--- src/rtl/multu_seq.sv ---
// Sequential unsigned shift-add multiplier: one multiplier bit per clock,
// fixed WIDTH+1 cycle latency, forwards the accepted opcode with the product.
module multu_seq #(
    parameter int unsigned WIDTH = 32,
    parameter int unsigned CNT_W = 6,
    parameter logic [5:0]  MULTU = 6'd25,
    parameter logic [5:0]  MADDU = 6'd1
) (
    input  logic                 clk,
    input  logic                 rst,
    input  logic                 start,
    input  logic [5:0]           op,
    input  logic [WIDTH-1:0]     a,
    input  logic [WIDTH-1:0]     b,
    output logic                 busy,
    output logic                 done,
    output logic [2*WIDTH-1:0]   MulAns,
    output logic [5:0]           ans_op
);

    localparam logic [1:0] IDLE = 2'd0;
    localparam logic [1:0] RUN  = 2'd1;
    localparam logic [1:0] DONE = 2'd2;

    logic [1:0]         state_q,  state_d;
    logic [CNT_W-1:0]   cnt_q,    cnt_d;
    logic [WIDTH-1:0]   mcand_q,  mcand_d;
    logic [2*WIDTH:0]   acc_q,    acc_d;
    logic [5:0]         op_q,     op_d;
    logic [2*WIDTH-1:0] mulans_q, mulans_d;
    logic [5:0]         ans_op_q, ans_op_d;

    logic [WIDTH:0]     sum;
    logic [2*WIDTH:0]   shifted;

    always_comb begin
        // Upper WIDTH+1 bits hold the partial sum; bit WIDTH catches the carry.
        sum     = acc_q[2*WIDTH:WIDTH] + (acc_q[0] ? {1'b0, mcand_q} : '0);
        shifted = {1'b0, sum, acc_q[WIDTH-1:1]};

        state_d  = state_q;
        cnt_d    = cnt_q;
        mcand_d  = mcand_q;
        acc_d    = acc_q;
        op_d     = op_q;
        mulans_d = mulans_q;
        ans_op_d = ans_op_q;

        case (state_q)
            IDLE: begin
                if (start && (op == MULTU || op == MADDU)) begin
                    mcand_d = a;
                    acc_d   = {{(WIDTH+1){1'b0}}, b};
                    op_d    = op;
                    cnt_d   = '0;
                    state_d = RUN;
                end
            end
            RUN: begin
                acc_d = shifted;
                cnt_d = cnt_q + CNT_W'(1);
                if (cnt_q == CNT_W'(WIDTH - 1)) begin
                    mulans_d = shifted[2*WIDTH-1:0];
                    ans_op_d = op_q;
                    state_d  = DONE;
                end
            end
            DONE: begin
                state_d = IDLE;
            end
            default: begin
                state_d = IDLE;
            end
        endcase
    end

    always_ff @(posedge clk or negedge rst) begin
        if (!rst) begin
            state_q  <= IDLE;
            cnt_q    <= '0;
            mcand_q  <= '0;
            acc_q    <= '0;
            op_q     <= '0;
            mulans_q <= '0;
            ans_op_q <= '0;
        end else begin
            state_q  <= state_d;
            cnt_q    <= cnt_d;
            mcand_q  <= mcand_d;
            acc_q    <= acc_d;
            op_q     <= op_d;
            mulans_q <= mulans_d;
            ans_op_q <= ans_op_d;
        end
    end

    assign busy   = (state_q == RUN);
    assign done   = (state_q == DONE);
    assign MulAns = mulans_q;
    assign ans_op = ans_op_q;

endmodule

--- config.mk ---
export PLATFORM = sky130hd
export DESIGN_NAME = multu_seq
export DESIGN_NICKNAME = d
export VERILOG_FILES = /design/src/rtl/multu_seq.sv
export SDC_FILE = /design/constraint.sdc
export NUM_CORES = 1
export LEC_CHECK = 0
export CORE_UTILIZATION = 58
export DETAILED_ROUTE_END_ITERATION = 6
export DONT_BUFFER_PORTS = 1
export HOLD_SLACK_MARGIN = 0.1
export PLACE_DENSITY = 0.76
export REMOVE_ABC_BUFFERS = 1
export SYNTH_ARGS = -nofsm -noshare
export SYNTH_HDL_FRONTEND = slang
export SYNTH_SLANG_ARGS = --single-unit
--- constraint.sdc ---
create_clock -name clk -period 2.85 [get_ports clk]
set_clock_uncertainty 0.2 [all_clocks]
set_input_delay 0.1425 -clock clk [delete_from_list [all_inputs] [get_ports clk]]
set_output_delay 0.1425 -clock clk [all_outputs]
set_load 0.05 [all_outputs]
# == Word-level counts from Yosys, hierarchy flattened ==
# Index checks and enable logic that the tools add are counted.
# W data, S select, Z words.
# totals
romBits,0
word_cells,32
input_bits,73
latch_bits,0
out_inout_bits,72
memories,0
ramBits,0
regBits,181
# classes
shift,0
div_mod_pow,0
muxes,8
n_addsub,2
bitwise_logic,0
n_reduce_logical,8
eq_ne,7
multipliers,0
n_lt_le_gt_ge,0
# op_table
operator,n
$pmux W65 S2,1
$mux W65,1
$add A33 B32 Y33,1
$mux W32,1
$eq A6 B5 Y1 const B,2
$pmux W6 S2,1
$reduce_and A2 Y1,4
$add A6 B1 Y6 const B,1
$eq A6 B1 Y1 const B,1
$mux W6,1
$mux W2,2
$pmux W2 S2,1
$eq A2 B1 Y1 const B,1
$eq A2 B2 Y1 const B,1
$logic_not A2 Y1,1
$ne A2 B1 Y1 const B,1
$ne A2 B2 Y1 const B,1
$reduce_bool A2 Y1,1
$logic_and A1 B1 Y1,1
$logic_or A1 B1 Y1,1

# == Depth between registers and ports, before layout ==
# Gate-level depths: netlist of the first run.
# logic_depth
depth_word,5
depth_mapped,11
depth_no_buf,11

# == Worst setup path after synthesis of the first run ==
# No wires, ideal clock.
# synth_path
path_kind,register -> register
start,reg acc_q[0]
end,reg acc_q[58]
arrival_ns,2.445
path_slack_ns,0.073
path_stages_with_launch,11
setup_ns,0.131
period_less_slack_ns,2.777
required_time_ns,2.519
n_path_buf,1
path_cell_list,dfrtp_1 clkbuf_1 and2_1 ha_1 a21o_1 a21oi_2 a211oi_4 o31ai_4 o41ai_4 nor4b_1 or3_1
# synth_between
elab_chain_cells,3
# synth_rtl
element,line_no,source
start: declaration,28,"logic [2*WIDTH:0] acc_q, acc_d;"
start signal: assignment,82,acc_q <= '0;
start signal: assignment,90,acc_q <= acc_d;
$mux W32,38,"sum = acc_q[2*WIDTH:WIDTH] + (acc_q[0] ? {1'b0, mcand_q} : '0);"
$add A33 B32 Y33,38,
$pmux W65 S2,49,case (state_q)
# No other way between the ends.
# A chain may end at the register's enable or synchronous reset.

# == Worst setup path in the final report of the first run ==
# layout_path
start,reg acc_q[0]
end,"reg mulans_q[55], in the netlist MulAns[55]"
# layout_between
elab_chain_cells,2
# layout_rtl
element,line_no,source
$mux W32,38,
$add A33 B32 Y33,38,
end signal: assignment,92,mulans_q <= mulans_d;
end: declaration,30,"logic [2*WIDTH-1:0] mulans_q, mulans_d;"
# No other way between the ends.

==> results of run 1 <==
-- state kept, by name (all words and copies together), names as in the netlist --
signal	flops
MulAns	64
cnt_q	6
ans_op	6
state_q	2
mcand_q	32
acc_q	64
op_q	6
-- where the power goes --
part / switching (mW) / internal [mW]
clock: 1.10 / 1.17
combinational: 0.770 / 0.717
sequential: 0.292 / 2.86
total: 2.16 / 4.74
-- cells in the mapped netlist, drive strengths merged (2+ instances only) --
cell / n / area [sq um]
o311ai: 2 / 17.5
a211oi: 4 / 47.5
o2bb2ai: 2 / 17.5
and3: 4 / 25.0
mux2i: 2 / 20.0
xnor2: 14 / 123
inv: 9 / 33.8
nand2b: 6 / 37.5
o41ai: 2 / 55.1
nand2: 199 / 747
o211ai: 5 / 37.5
nor3b: 2 / 15.0
nand3b: 2 / 15.0
dfrtp: 180 / 4500
buf: 8 / 42.5
or2: 2 / 12.5
o31ai: 6 / 58.8
nor4b: 2 / 17.5
o22ai: 33 / 206
a31oi: 8 / 50.1
o21a: 6 / 45.0
a21oi: 32 / 168
ha: 33 / 413
o2111ai: 2 / 17.5
nor3: 7 / 35.0
or3: 2 / 12.5
and2: 35 / 219
nand4: 14 / 87.6
clkbuf: 46 / 173
mux2: 43 / 484
a22o: 17 / 149
nor2: 84 / 315
a21o: 12 / 90.1
nand3: 16 / 80.1
o21ai: 53 / 269
o21bai: 4 / 30.0
a41oi: 4 / 42.6
xor2: 16 / 140
-- per-stage QoR --
step           std cells  hold WS (ns)
3_5_place_dp        1130        -0.348
3_3_place_gp        1130        -0.347
5_1_grt             1243        -0.820
6_report            1243        -0.809
4_1_cts             1238        -0.813
2_1_floorplan        873        -0.353
-- layout make-up --
class	instances	share of cell area
sequential	180	0.390
clock buffer	19	0.0383
timing repair buffer	150	0.119
clock inverter	13	0.0105
multi-input combinational	684	0.419
tap	188	0.0203
inverter	9	0.00314
-- metal layers --
metal	up-vias	global-route usage
met4	0	0.125
met1	3646	0.367
li1	3442	-
met5	-	0
met3	63	0.0807
met2	282	0.499
-- repair_timing --
action,CTS,global route
cloned,0,2
gates resized for setup,46,76
hold endpoints to repair,247,180
setup buffers,7,5
pin swaps,23,37
endpoints found under the setup margin,30,41
-- logic make-up after synthesis --
logic type,count (synthesis),share of synthesized area
buffers and inverters,63,0.0278
adder cells (fa/ha/maj),34,0.0484
multiplexers,45,0.0564
flip-flops,180,0.503
AND/OR/NAND/NOR,379,0.185
AO/OA/AOI/OAI,196,0.150
XOR/XNOR,30,0.0294
-- worst max path at each step --
| stage | endpoint | slack (ns) | cells past startpoint |
|---|---|---|---|
| 6_report | MulAns[55] | -0.07 | 12 |
| 5_1_grt | acc_q[63] | -0.19 | 11 |
| 4_1_cts | acc_q[63] | -0.09 | 12 |
| 3_5_place_dp | acc_q[63] | -0.12 | 12 |
| 3_3_place_gp | MulAns[59] | -0.08 | 11 |
| 2_1_floorplan | MulAns[58] | -2.16 | 8 |
==> results_tabular.tex, run 1 <==
\begin{tabular}{lr}
\hline
Metric & Value \\
\hline
\multicolumn{2}{l}{\textbf{Pwr}} \\
Leakage power of the design & 5.43 nW \\
PnR Total Power & 6.91 mW \\
Pwr dens & 597 nW/um\^{}2 \\
VDD IR-drop max & 530 uV \\
\multicolumn{2}{l}{\textbf{Routing}} \\
Post-DR vias/cell & 5.98 \\
Metal1 wirelength & 9.90 mm \\
Length of routed met3 wiring & 1.73 mm \\
Antenna violation net count after detailed routing & 0 \\
Post-route DRC violation count & 0 \\
Post-Route WL & 24.2 mm \\
First DRT Iteration DRCs & 496 \\
Iteration count of the initial detailed-routing pass & 5 \\
Vias post-DR & 7433 \\
Wirelength per Cell & 19.5 um \\
DR top layer & met4 \\
Length of routed met2 wiring & 11.9 mm \\
\multicolumn{2}{l}{\textbf{Global routing}} \\
Vias in the first global route & 7495 \\
Pin count of the biggest net entering global routing & 181 \\
Global-route wire length before repair & 37.2 mm \\
Sum of overflow across all layers after global routing & 0 \\
Total track usage & 0.299 \\
Number of antenna violations at the first check in global routing & 0 \\
\multicolumn{2}{l}{\textbf{Timing}} \\
Peak clock frequency supported by timing & 342 MHz \\
Number of endpoints with negative hold slack in the final report & 180 \\
Slew @ Worst Pin & 0.921 ns \\
Max Transition Viols Final & 0 \\
Post-route fraction of the period consumed by the critical path & 1.03 \\
Total negative slack & -0.497 ns \\
Final-layout worst hold slack & -0.809 ns \\
Unrepaired setup endpoints after global routing & yes \\
Final Critical Period & 2.92 ns \\
Setup violation total in the final timing report & 14 \\
Headroom to the max-slew limit & 0.385 \\
Fin worst setup slack & -0.0721 ns \\
\multicolumn{2}{l}{\textbf{Setup path}} \\
Number of cells traversed by the worst register-to-register path & 12 \\
Slack of the worst reg-to-reg path & -0.07 ns \\
Worst Setup End Kind & register \\
Highest cell delay on the worst timing path & 0.48 ns \\
Critical path buffer and inverter count & 2 \\
Required time of the worst setup path & 2.97 ns \\
Critical Path Start Type & register \\
Cell with the largest stage delay on the worst path & sky130\_fd\_sc\_hd\_\_dfrtp\_2 \\
Cell breakdown of the critical path & and2\_4, ha\_4, inv\_4, fa\_2, nand2b\_4, a21oi\_4, o21ai\_4, o41ai\_4, buf\_4, a21oi\_2, xnor2\_2, mux2\_4 \\
Worst setup path start & acc\_q[0] \\
Worst path arrival time & 3.05 ns \\
Family with the most delay on the worst path & compound AO/OA/AOI/OAI gates \\
Worst-path maximum fanout & 4 \\
Start-to-end type of the worst setup path & register to register \\
Reg-to-Reg End & MulAns[55] \\
Worst r2r src & acc\_q[0] \\
\multicolumn{2}{l}{\textbf{Layout}} \\
Final core area utilization & 0.763 \\
Antenna Cells & 0 \\
Ratio of cells with drive above 1 in the final layout & 0.244 \\
Commonest cells after routing, fill and taps aside & sky130\_fd\_sc\_hd\_\_nand2\_1, sky130\_fd\_sc\_hd\_\_dfrtp\_1, sky130\_fd\_sc\_hd\_\_nor2\_1 \\
Area of the multi-input gates & 4850 sq um \\
Most common library cell in the layout ignoring fill and taps & sky130\_fd\_sc\_hd\_\_nand2\_1 \\
Count of filler cells inserted in the layout & 936 \\
Post-route design area & 11600 sq um \\
Sequential cell area & 4510 sq um \\
Total Nets Final & 1149 \\
Area Growth Syn to Fin & 29.3\% \\
\multicolumn{2}{l}{\textbf{Yosys}} \\
Synthesis-stage register bit count & 180 \\
Post-synthesis area per instance & 9.65 sq um \\
Sequential cell area fraction in the yosys report & 0.503 \\
Synth warn & 0 \\
Distinct cell type count of the synthesized netlist & 59 \\
Syn Inst Count & 927 \\
Flip-flop cell with the highest count after synthesis & sky130\_fd\_sc\_hd\_\_dfrtp\_1 \\
Async SR Flop Fraction & 1.00 \\
Syn Std Cell Area & 8950 sq um \\
Number of flops mapped to enable cells by yosys & 0 \\
\multicolumn{2}{l}{\textbf{Clock tree}} \\
TritonCTS buffer count & 17 \\
Clock Sink Count & 180 \\
\# hold bufs at CTS & 69 \\
Deepest level of the CTS H-tree & 4 \\
CTS clk-pin slew, worst paths & 0.07 ns \\
Buffer depth of the longest clock path & 2 \\
Clock network latency to the later pin of the worst-skew pair & 0.45 ns \\
Library cell used as clock root buffer & sky130\_fd\_sc\_hd\_\_clkbuf\_16 \\
CTS tree & yes \\
\multicolumn{2}{l}{\textbf{Placed design}} \\
Area after detailed placement & 9530 sq um \\
Port bufs & 0 \\
Worst slack at placement & -0.123 ns \\
Total half-perimeter wirelength after legalization and detailed placement & 13.8 mm \\
Gpl congestion & 0.937 \\
\multicolumn{2}{l}{\textbf{Die}} \\
Starting density of the core & 0.591 \\
Total I/O pin count & 145 \\
Die H & 126 um \\
Floorplan die area & 15900 sq um \\
Floorplan core area & 15100 sq um \\
Die width & 126 um \\
Row cnt & 45 \\
\multicolumn{2}{l}{\textbf{Flow run}} \\
Max-capacitance violation count & 0 \\
\multicolumn{2}{l}{\textbf{Hold path}} \\
Path class of the lowest-slack min-delay path & primary input to asynchronous set/reset pin \\
\multicolumn{2}{l}{\textbf{Run status}} \\
Run status & finished with violations \\
Violated checks & negative hold slack, negative setup slack \\
\hline
\end{tabular}
Power figures use the tool's default switching activity.
==> run 2: changes to the inputs <==
--- a/config.mk
+++ b/config.mk
@@ -11,6 +11,7 @@
 export HOLD_SLACK_MARGIN = 0.1
 export PLACE_DENSITY = 0.76
 export REMOVE_ABC_BUFFERS = 1
+export SETUP_SLACK_MARGIN = 0.15
 export SYNTH_ARGS = -nofsm -noshare
 export SYNTH_HDL_FRONTEND = slang
 export SYNTH_SLANG_ARGS = --single-unit
==> results_tabular.tex, run 2 (synthesis gave the netlist of run 1 again) <==
\begin{tabular}{lr}
\hline
Metric & Value \\
\hline
\multicolumn{2}{l}{\textbf{Run status}} \\
Run status & finished with violations \\
Violated checks & negative hold slack, negative setup slack \\
\multicolumn{2}{l}{\textbf{Pwr}} \\
Sequential Power Share & 0.448 (-0.008) \\
PnR Total Power & 7.02 mW (+1.6\%) \\
Pwr dens & 586 nW/um\^{}2 (-2.0\%) \\
VDD IR-drop max & 545 uV (+2.8\%) \\
Part of the total power dissipated in combinational logic & 0.227 (+0.012) \\
Leakage power of the design & 5.54 nW (+1.9\%) \\
Fraction of power spent switching nets & 0.318 (+0.00460) \\
Internal power & 4.79 mW (+0.94\%) \\
Switching power & 2.23 mW (+3.1\%) \\
Clock network fraction of total power & 0.326 (-0.003) \\
\multicolumn{2}{l}{\textbf{Timing}} \\
Total negative slack & -1.26 ns (-0.759 ns) \\
Final Critical Period & 2.97 ns (+0.0526 ns) \\
Post-route fraction of the period consumed by the critical path & 1.04 (+0.0185) \\
Slew @ Worst Pin & 0.929 ns (+0.00823 ns) \\
Fin worst setup slack & -0.125 ns (-0.0526 ns) \\
Number of endpoints with negative hold slack in the final report & 180 (unchanged) \\
Unrepaired setup endpoints after global routing & yes \\
Final-layout worst hold slack & -0.804 ns (+0.00556 ns) \\
Setup violation total in the final timing report & 21 (+7) \\
Peak clock frequency supported by timing & 336 MHz (-1.8\%) \\
Headroom to the max-slew limit & 0.379 (-0.00550) \\
Max Transition Viols Final & 0 (unchanged) \\
\multicolumn{2}{l}{\textbf{Die}} \\
Row cnt & 45 (unchanged) \\
Die width & 126 um (unchanged) \\
Starting density of the core & 0.591 (unchanged) \\
Die H & 126 um (unchanged) \\
Total I/O pin count & 145 (unchanged) \\
Floorplan core area & 15100 sq um (unchanged) \\
Floorplan die area & 15900 sq um (unchanged) \\
\multicolumn{2}{l}{\textbf{Clock tree}} \\
\# hold bufs at CTS & 69 (unchanged) \\
Clock network latency to the later pin of the worst-skew pair & 0.44 ns (about the same) \\
Clock Sink Count & 180 (unchanged) \\
CTS clk-pin slew, worst paths & 0.07 ns (about the same) \\
Buffer depth of the longest clock path & 2 (unchanged) \\
Library cell used as clock root buffer & sky130\_fd\_sc\_hd\_\_clkbuf\_16 \\
TritonCTS buffer count & 17 (unchanged) \\
Deepest level of the CTS H-tree & 4 (unchanged) \\
CTS tree & yes \\
\multicolumn{2}{l}{\textbf{Setup path}} \\
Cell with the largest stage delay on the worst path & sky130\_fd\_sc\_hd\_\_dfrtp\_2 \\
Start-to-end type of the worst setup path & register to register \\
Number of cells traversed by the worst register-to-register path & 14 (+2) \\
Most frequent cell on the critical path & sky130\_fd\_sc\_hd\_\_buf\_4 \\
Reg-to-Reg End & MulAns[43] \\
Critical path buffer and inverter count & 4 (+2) \\
Cell breakdown of the critical path & and2\_4, ha\_4, inv\_2, fa\_2, nand2b\_4, a21oi\_4, buf\_4, o21ai\_4, buf\_4, buf\_4, o21a\_4, o21ai\_2, xor2\_1, mux2\_2 \\
Critical Path Start Type & register \\
Worst Setup End Kind & register \\
Worst r2r src & acc\_q[0] \\
Family with the most delay on the worst path & compound AO/OA/AOI/OAI gates \\
Capture point of the critical path & MulAns[43] \\
Count of cell instances traversed by the critical path & 14 (+2) \\
Slack of the worst reg-to-reg path & -0.12 ns (-0.05 ns) \\
Worst path arrival time & 3.11 ns (+0.06 ns) \\
Required time of the worst setup path & 2.98 ns (about the same) \\
Highest cell delay on the worst timing path & 0.41 ns (-0.07 ns) \\
Worst setup path start & acc\_q[0] \\
Worst-path maximum fanout & 3 (-1) \\
\multicolumn{2}{l}{\textbf{Global routing}} \\
Global-route wire length before repair & 38.6 mm (+3.6\%) \\
Pin count of the biggest net entering global routing & 181 (unchanged) \\
Number of antenna violations at the first check in global routing & 0 (unchanged) \\
Sum of overflow across all layers after global routing & 0 (unchanged) \\
Total track usage & 0.310 (+0.0112) \\
Vias in the first global route & 7737 (+3.2\%) \\
\multicolumn{2}{l}{\textbf{Routing}} \\
Antenna violation net count after detailed routing & 0 (unchanged) \\
Iteration count of the initial detailed-routing pass & 5 (unchanged) \\
Post-DR vias/cell & 6.08 (+1.7\%) \\
Post-route DRC violation count & 0 (unchanged) \\
Vias post-DR & 7641 (+2.8\%) \\
First DRT Iteration DRCs & 577 (+16\%) \\
Post-Route WL & 25.8 mm (+6.4\%) \\
Wirelength per Cell & 20.5 um (+5.2\%) \\
\multicolumn{2}{l}{\textbf{Placed design}} \\
Gpl congestion & 0.937 (unchanged) \\
Port bufs & 0 (unchanged) \\
Worst slack at placement & -0.123 ns (unchanged) \\
Area after detailed placement & 9530 sq um (unchanged) \\
Total half-perimeter wirelength after legalization and detailed placement & 13.8 mm (unchanged) \\
\multicolumn{2}{l}{\textbf{Flow run}} \\
Max-capacitance violation count & 0 (unchanged) \\
\multicolumn{2}{l}{\textbf{Hold path}} \\
Path class of the lowest-slack min-delay path & primary input to asynchronous set/reset pin \\
\multicolumn{2}{l}{\textbf{Layout}} \\
Antenna Cells & 0 (unchanged) \\
Most common library cell in the layout ignoring fill and taps & sky130\_fd\_sc\_hd\_\_nand2\_1 \\
Final core area utilization & 0.791 (+0.0278) \\
Post-route design area & 12000 sq um (+3.6\%) \\
Total Nets Final & 1163 (+1.2\%) \\
Commonest cells after routing, fill and taps aside & sky130\_fd\_sc\_hd\_\_nand2\_1, sky130\_fd\_sc\_hd\_\_dfrtp\_1, sky130\_fd\_sc\_hd\_\_nor2\_1 \\
Area Growth Syn to Fin & 34.0\% \\
Ratio of cells with drive above 1 in the final layout & 0.282 (+0.0380) \\
\hline
\end{tabular}
==> run 2: cell count changes in the layout (fill, tap and decap cells not counted), moves of 4 or more <==
cell and delta:
sky130_fd_sc_hd__buf_6 +10, sky130_fd_sc_hd__xor2_1 -7, sky130_fd_sc_hd__buf_4 +5, sky130_fd_sc_hd__ha_1 -5
sky130_fd_sc_hd__nand2_1 -5, sky130_fd_sc_hd__nand2_2 +5, sky130_fd_sc_hd__o21ai_0 -5, sky130_fd_sc_hd__xor2_2 +5
sky130_fd_sc_hd__ha_4 +4
==> run 2: worst min path at each step <==
stage	from	endpoint	slack, ns	cells past startpoint
2_1_floorplan	rst	MulAns[0]	-0.35	0
3_3_place_gp	rst	cnt_q[4]	-0.35	0
3_5_place_dp	rst	MulAns[45]	-0.35	0
4_1_cts	rst	MulAns[41]	-0.81	0
5_1_grt	rst	acc_q[48]	-0.82	0
6_report	rst	MulAns[44]	-0.80	0
==> run 2: cell type report <==
| cell class | instances | area, sq um |
|---|---|---|
| Clock buffer | 19 | 443 |
| Sequential cell | 180 | 4510 |
| Timing Repair Buffer | 164 | 1500 |
| Inverter | 9 | 33.8 |
| Multi-Input combinational cell | 684 | 5140 |
| Fill cell | 849 | 3160 |
| Clock inverter | 13 | 121 |
| Tap cell | 188 | 235 |
==> run 2: timing repair <==
| item | CTS | global route |
|---|---|---|
| setup buffers | 12 | 13 |
| gates resized for setup | 78 | 99 |
| pin swaps | 37 | 36 |
| gates cloned | 1 | 0 |
| setup endpoints to repair | 42 | 77 |
| endpoints found under the hold margin | 247 | 180 |
==> run 2: worst register-to-register path, cell delays in order, from the launching register on <==
cell                       delay, ns
sky130_fd_sc_hd__dfrtp_2        0.41
sky130_fd_sc_hd__and2_4         0.17
sky130_fd_sc_hd__ha_4           0.13
sky130_fd_sc_hd__inv_2          0.04
sky130_fd_sc_hd__fa_2           0.39
sky130_fd_sc_hd__nand2b_4       0.18
sky130_fd_sc_hd__a21oi_4        0.14
sky130_fd_sc_hd__buf_4          0.14
sky130_fd_sc_hd__o21ai_4        0.06
sky130_fd_sc_hd__buf_4          0.14
sky130_fd_sc_hd__buf_4          0.13
sky130_fd_sc_hd__o21a_4         0.22
sky130_fd_sc_hd__o21ai_2        0.15
sky130_fd_sc_hd__xor2_1         0.11
sky130_fd_sc_hd__mux2_2         0.27
==> run 2: power groups by stage <==
stage          clock network, mW  registers, mW  logic (mW)
2_1_floorplan                  0           3.10       0.743
3_3_place_gp                   0           3.13        1.10
3_5_place_dp                   0           3.15        1.13
4_1_cts                     2.29           3.12        1.37
5_1_grt                     2.40           3.17        1.70
6_report                    2.29           3.14        1.59
==> run 2: stage by stage <==
step / cells / hold slack (ns)
after floorplan: 873 / -0.353
after global placement: 1130 / -0.347
after detailed placement: 1130 / -0.348
after CTS: 1244 / -0.813
after global routing: 1257 / -0.825
final: 1257 / -0.804
==> run 2: metal layers <==
layer,track usage,wire [um],up-vias
li1,-,-,3482
met1,0.380,10300,3719
met2,0.524,12600,348
met3,0.0833,1930,92
met4,0.121,1010,0
met5,0,0,-
==> run 3: changes to the inputs <==
--- a/config.mk
+++ b/config.mk
@@ -5,11 +5,14 @@
 export SDC_FILE = /design/constraint.sdc
 export NUM_CORES = 1
 export LEC_CHECK = 0
-export CORE_UTILIZATION = 58
+export CELL_PAD_IN_SITES_DETAIL_PLACEMENT = 1
+export CELL_PAD_IN_SITES_GLOBAL_PLACEMENT = 1
+export CORE_ASPECT_RATIO = 1.1
+export CORE_UTILIZATION = 44
 export DETAILED_ROUTE_END_ITERATION = 6
 export DONT_BUFFER_PORTS = 1
 export HOLD_SLACK_MARGIN = 0.1
-export PLACE_DENSITY = 0.76
+export PLACE_DENSITY_LB_ADDON = 0.1
 export REMOVE_ABC_BUFFERS = 1
 export SETUP_SLACK_MARGIN = 0.15
 export SYNTH_ARGS = -nofsm -noshare
==> results_tabular.tex, run 3 (synthesis gave the netlist of run 1 again) <==
\begin{tabular}{lr}
\hline
Metric & Value \\
\hline
\multicolumn{2}{l}{\textbf{Routing}} \\
Post-DR vias/cell & 5.74 (-5.5\%) \\
First DRT Iteration DRCs & 323 (-44\%) \\
Metal1 wirelength & 12.5 mm (+21\%) \\
DR top layer & met4 \\
Length of routed met2 wiring & 14.8 mm (+18\%) \\
Iteration count of the initial detailed-routing pass & 4 (-1) \\
Length of routed met3 wiring & 1.05 mm (-46\%) \\
Antenna violation net count after detailed routing & 0 (unchanged) \\
Vias post-DR & 7698 (+0.75\%) \\
Post-route DRC violation count & 0 (unchanged) \\
Wirelength per Cell & 21.7 um (+5.7\%) \\
Post-Route WL & 29.0 mm (+13\%) \\
\multicolumn{2}{l}{\textbf{Clock tree}} \\
CTS clk-pin slew, worst paths & 0.08 ns (about the same) \\
Library cell used as clock root buffer & sky130\_fd\_sc\_hd\_\_clkbuf\_16 \\
TritonCTS buffer count & 17 (unchanged) \\
Buffer depth of the longest clock path & 2 (unchanged) \\
CTS tree & yes \\
Clock Sink Count & 180 (unchanged) \\
\# hold bufs at CTS & 66 (-4.3\%) \\
Deepest level of the CTS H-tree & 4 (unchanged) \\
Clock network latency to the later pin of the worst-skew pair & 0.44 ns (about the same) \\
\multicolumn{2}{l}{\textbf{Timing}} \\
Fin worst setup slack & -0.110 ns (+0.0148 ns) \\
Post-route fraction of the period consumed by the critical path & 1.04 (-0.00518) \\
Unrepaired setup endpoints after global routing & yes \\
Final Critical Period & 2.96 ns (-0.0148 ns) \\
Slew @ Worst Pin & 0.941 ns (+0.0124 ns) \\
Max Transition Viols Final & 0 (unchanged) \\
Final-layout worst hold slack & -0.812 ns (-0.00807 ns) \\
Setup violation total in the final timing report & 16 (-24\%) \\
Peak clock frequency supported by timing & 338 MHz (+0.50\%) \\
Headroom to the max-slew limit & 0.371 (-0.00828) \\
Number of endpoints with negative hold slack in the final report & 180 (unchanged) \\
Total negative slack & -0.548 ns (+0.708 ns) \\
\multicolumn{2}{l}{\textbf{Setup path}} \\
Worst Setup End Kind & register \\
Worst-path maximum fanout & 25 (+22) \\
Worst path arrival time & 3.08 ns (-0.03 ns) \\
Worst setup path start & acc\_q[0] \\
Highest cell delay on the worst timing path & 0.45 ns (+0.04 ns) \\
Critical Path Start Type & register \\
Cell with the largest stage delay on the worst path & sky130\_fd\_sc\_hd\_\_dfrtp\_2 \\
Start-to-end type of the worst setup path & register to register \\
Worst r2r src & acc\_q[0] \\
Cell breakdown of the critical path & buf\_12, and2\_4, ha\_4, buf\_4, nand4\_1, a211oi\_2, or2\_1, a41oi\_2, xnor2\_2, mux2\_2 \\
Required time of the worst setup path & 2.97 ns (about the same) \\
\multicolumn{2}{l}{\textbf{Layout}} \\
Final std cells w/o fill & 1340 (+6.6\%) \\
Final core area utilization & 0.608 (-0.184) \\
Count of filler cells inserted in the layout & 2088 (+150\%) \\
Total Nets Final & 1182 (+1.6\%) \\
Ratio of cells with drive above 1 in the final layout & 0.285 (+0.00335) \\
Most common library cell in the layout ignoring fill and taps & sky130\_fd\_sc\_hd\_\_nand2\_1 \\
Area Growth Syn to Fin & 34.9\% \\
Antenna Cells & 0 (unchanged) \\
Commonest cells after routing, fill and taps aside & sky130\_fd\_sc\_hd\_\_nand2\_1, sky130\_fd\_sc\_hd\_\_dfrtp\_1, sky130\_fd\_sc\_hd\_\_buf\_4 \\
\multicolumn{2}{l}{\textbf{Run status}} \\
Violated checks & negative hold slack, negative setup slack \\
Run status & finished with violations \\
\multicolumn{2}{l}{\textbf{Global routing}} \\
Total track usage & 0.271 (-0.0390) \\
Pin count of the biggest net entering global routing & 181 (unchanged) \\
Number of antenna violations at the first check in global routing & 0 (unchanged) \\
Vias in the first global route & 8201 (+6.0\%) \\
Global-route wire length before repair & 43.1 mm (+12\%) \\
Sum of overflow across all layers after global routing & 0 (unchanged) \\
\multicolumn{2}{l}{\textbf{Pwr}} \\
Clock network fraction of total power & 0.335 (+0.009) \\
Switching power & 2.31 mW (+3.6\%) \\
Sequential Power Share & 0.441 (-0.007) \\
VDD IR-drop max & 404 uV (-26\%) \\
Pwr dens & 589 nW/um\^{}2 (+0.52\%) \\
Internal power & 4.79 mW (+0.11\%) \\
Fraction of power spent switching nets & 0.325 (+0.00753) \\
Leakage power of the design & 5.67 nW (+2.3\%) \\
Part of the total power dissipated in combinational logic & 0.224 (-0.003) \\
PnR Total Power & 7.10 mW (+1.2\%) \\
\multicolumn{2}{l}{\textbf{Die}} \\
Row cnt & 54 (+20\%) \\
Floorplan core area & 19900 sq um (+31\%) \\
Starting density of the core & 0.450 (-0.140) \\
Die width & 138 um (+9.3\%) \\
Floorplan die area & 20900 sq um (+31\%) \\
Total I/O pin count & 145 (unchanged) \\
Die H & 152 um (+20\%) \\
\multicolumn{2}{l}{\textbf{Placed design}} \\
Total half-perimeter wirelength after legalization and detailed placement & 17.4 mm (+27\%) \\
Instance count after placement with tap cells included & 1218 (+7.8\%) \\
Gpl congestion & 0.864 (-7.7\%) \\
Port bufs & 0 (unchanged) \\
\multicolumn{2}{l}{\textbf{Hold path}} \\
Path class of the lowest-slack min-delay path & primary input to asynchronous set/reset pin \\
\multicolumn{2}{l}{\textbf{Flow run}} \\
Max-capacitance violation count & 0 (unchanged) \\
\hline
\end{tabular}
-- run 3: changes by cell type in the layout (fill, tap and decap cells not counted), sizes merged --
cell and delta:
buf +22, clkbuf -1, clkinv +3, clkinvlp -1, dlygate4sd3 -2, dlymetal6s4s -1
inv -1
-- run 3: stage by stage --
step / setup WS, ns / cell area [sq um]
6_report: -0.110 / 12100
3_5_place_dp: -0.207 / 9810
4_1_cts: -0.0457 / 11500
3_3_place_gp: -0.103 / 9810
5_1_grt: -0.178 / 12100
2_1_floorplan: -2.16 / 8730
-- run 3: final cells by class --
class                   count  area (sq um)  share of cell area
inverters                   9          36.3             0.00301
multi-input cells         684          4990               0.413
clock inverters            14           173              0.0143
well taps                 252           315              0.0261
flip-flops and latches    180          4510               0.373
clock buffers              18           429              0.0356
repair buffers            183          1620               0.134
-- run 3: power groups by stage --
stage | logic [mW] | clock network, mW | registers [mW]
3_3_place_gp | 1.18 | 0 | 3.13
2_1_floorplan | 0.743 | 0 | 3.10
5_1_grt | 1.72 | 2.51 | 3.17
3_5_place_dp | 1.24 | 0 | 3.15
6_report | 1.59 | 2.38 | 3.13
4_1_cts | 1.41 | 2.42 | 3.11
-- run 3: critical path, delay by kind of cell (launching register included) --
family,cells,cell delay (ns)
flip-flops,1,0.45
AND/OR/NAND/NOR,3,0.60
multiplexers,1,0.26
XOR/XNOR,1,0.17
AO/OA/AOI/OAI,2,0.56
buffers and inverters,2,0.30
adder cells (fa/ha/maj),1,0.29
-- run 3: final timing paths --
check / endpoint / slack [ns] / cells past startpoint
max: MulAns[48] / -0.11 / 10
min: ans_op[4] / -0.81 / 0
max reg2reg: MulAns[48] / -0.11 / 10
min reg2reg: ans_op[5] / 0.28 / 2
max in group asynchronous: mcand_q[26] / 2.84 / 0
min in group clk: cnt_q[0] / 0.17 / 4
-- run 3: per-layer routing --
| layer | up-vias | GRT usage |
|---|---|---|
| met5 | - | 0 |
| met4 | 0 | 0.101 |
| met3 | 54 | 0.0549 |
| met2 | 180 | 0.471 |
| met1 | 3973 | 0.329 |
| li1 | 3491 | - |
-- run 3: timing repair --
item	4_1_cts	5_1_grt
gates resized for setup	59	96
gates cloned	0	0
pin swaps	22	45
endpoints found under the setup margin	46	48
hold endpoints to repair	246	180
buffers inserted	9	15
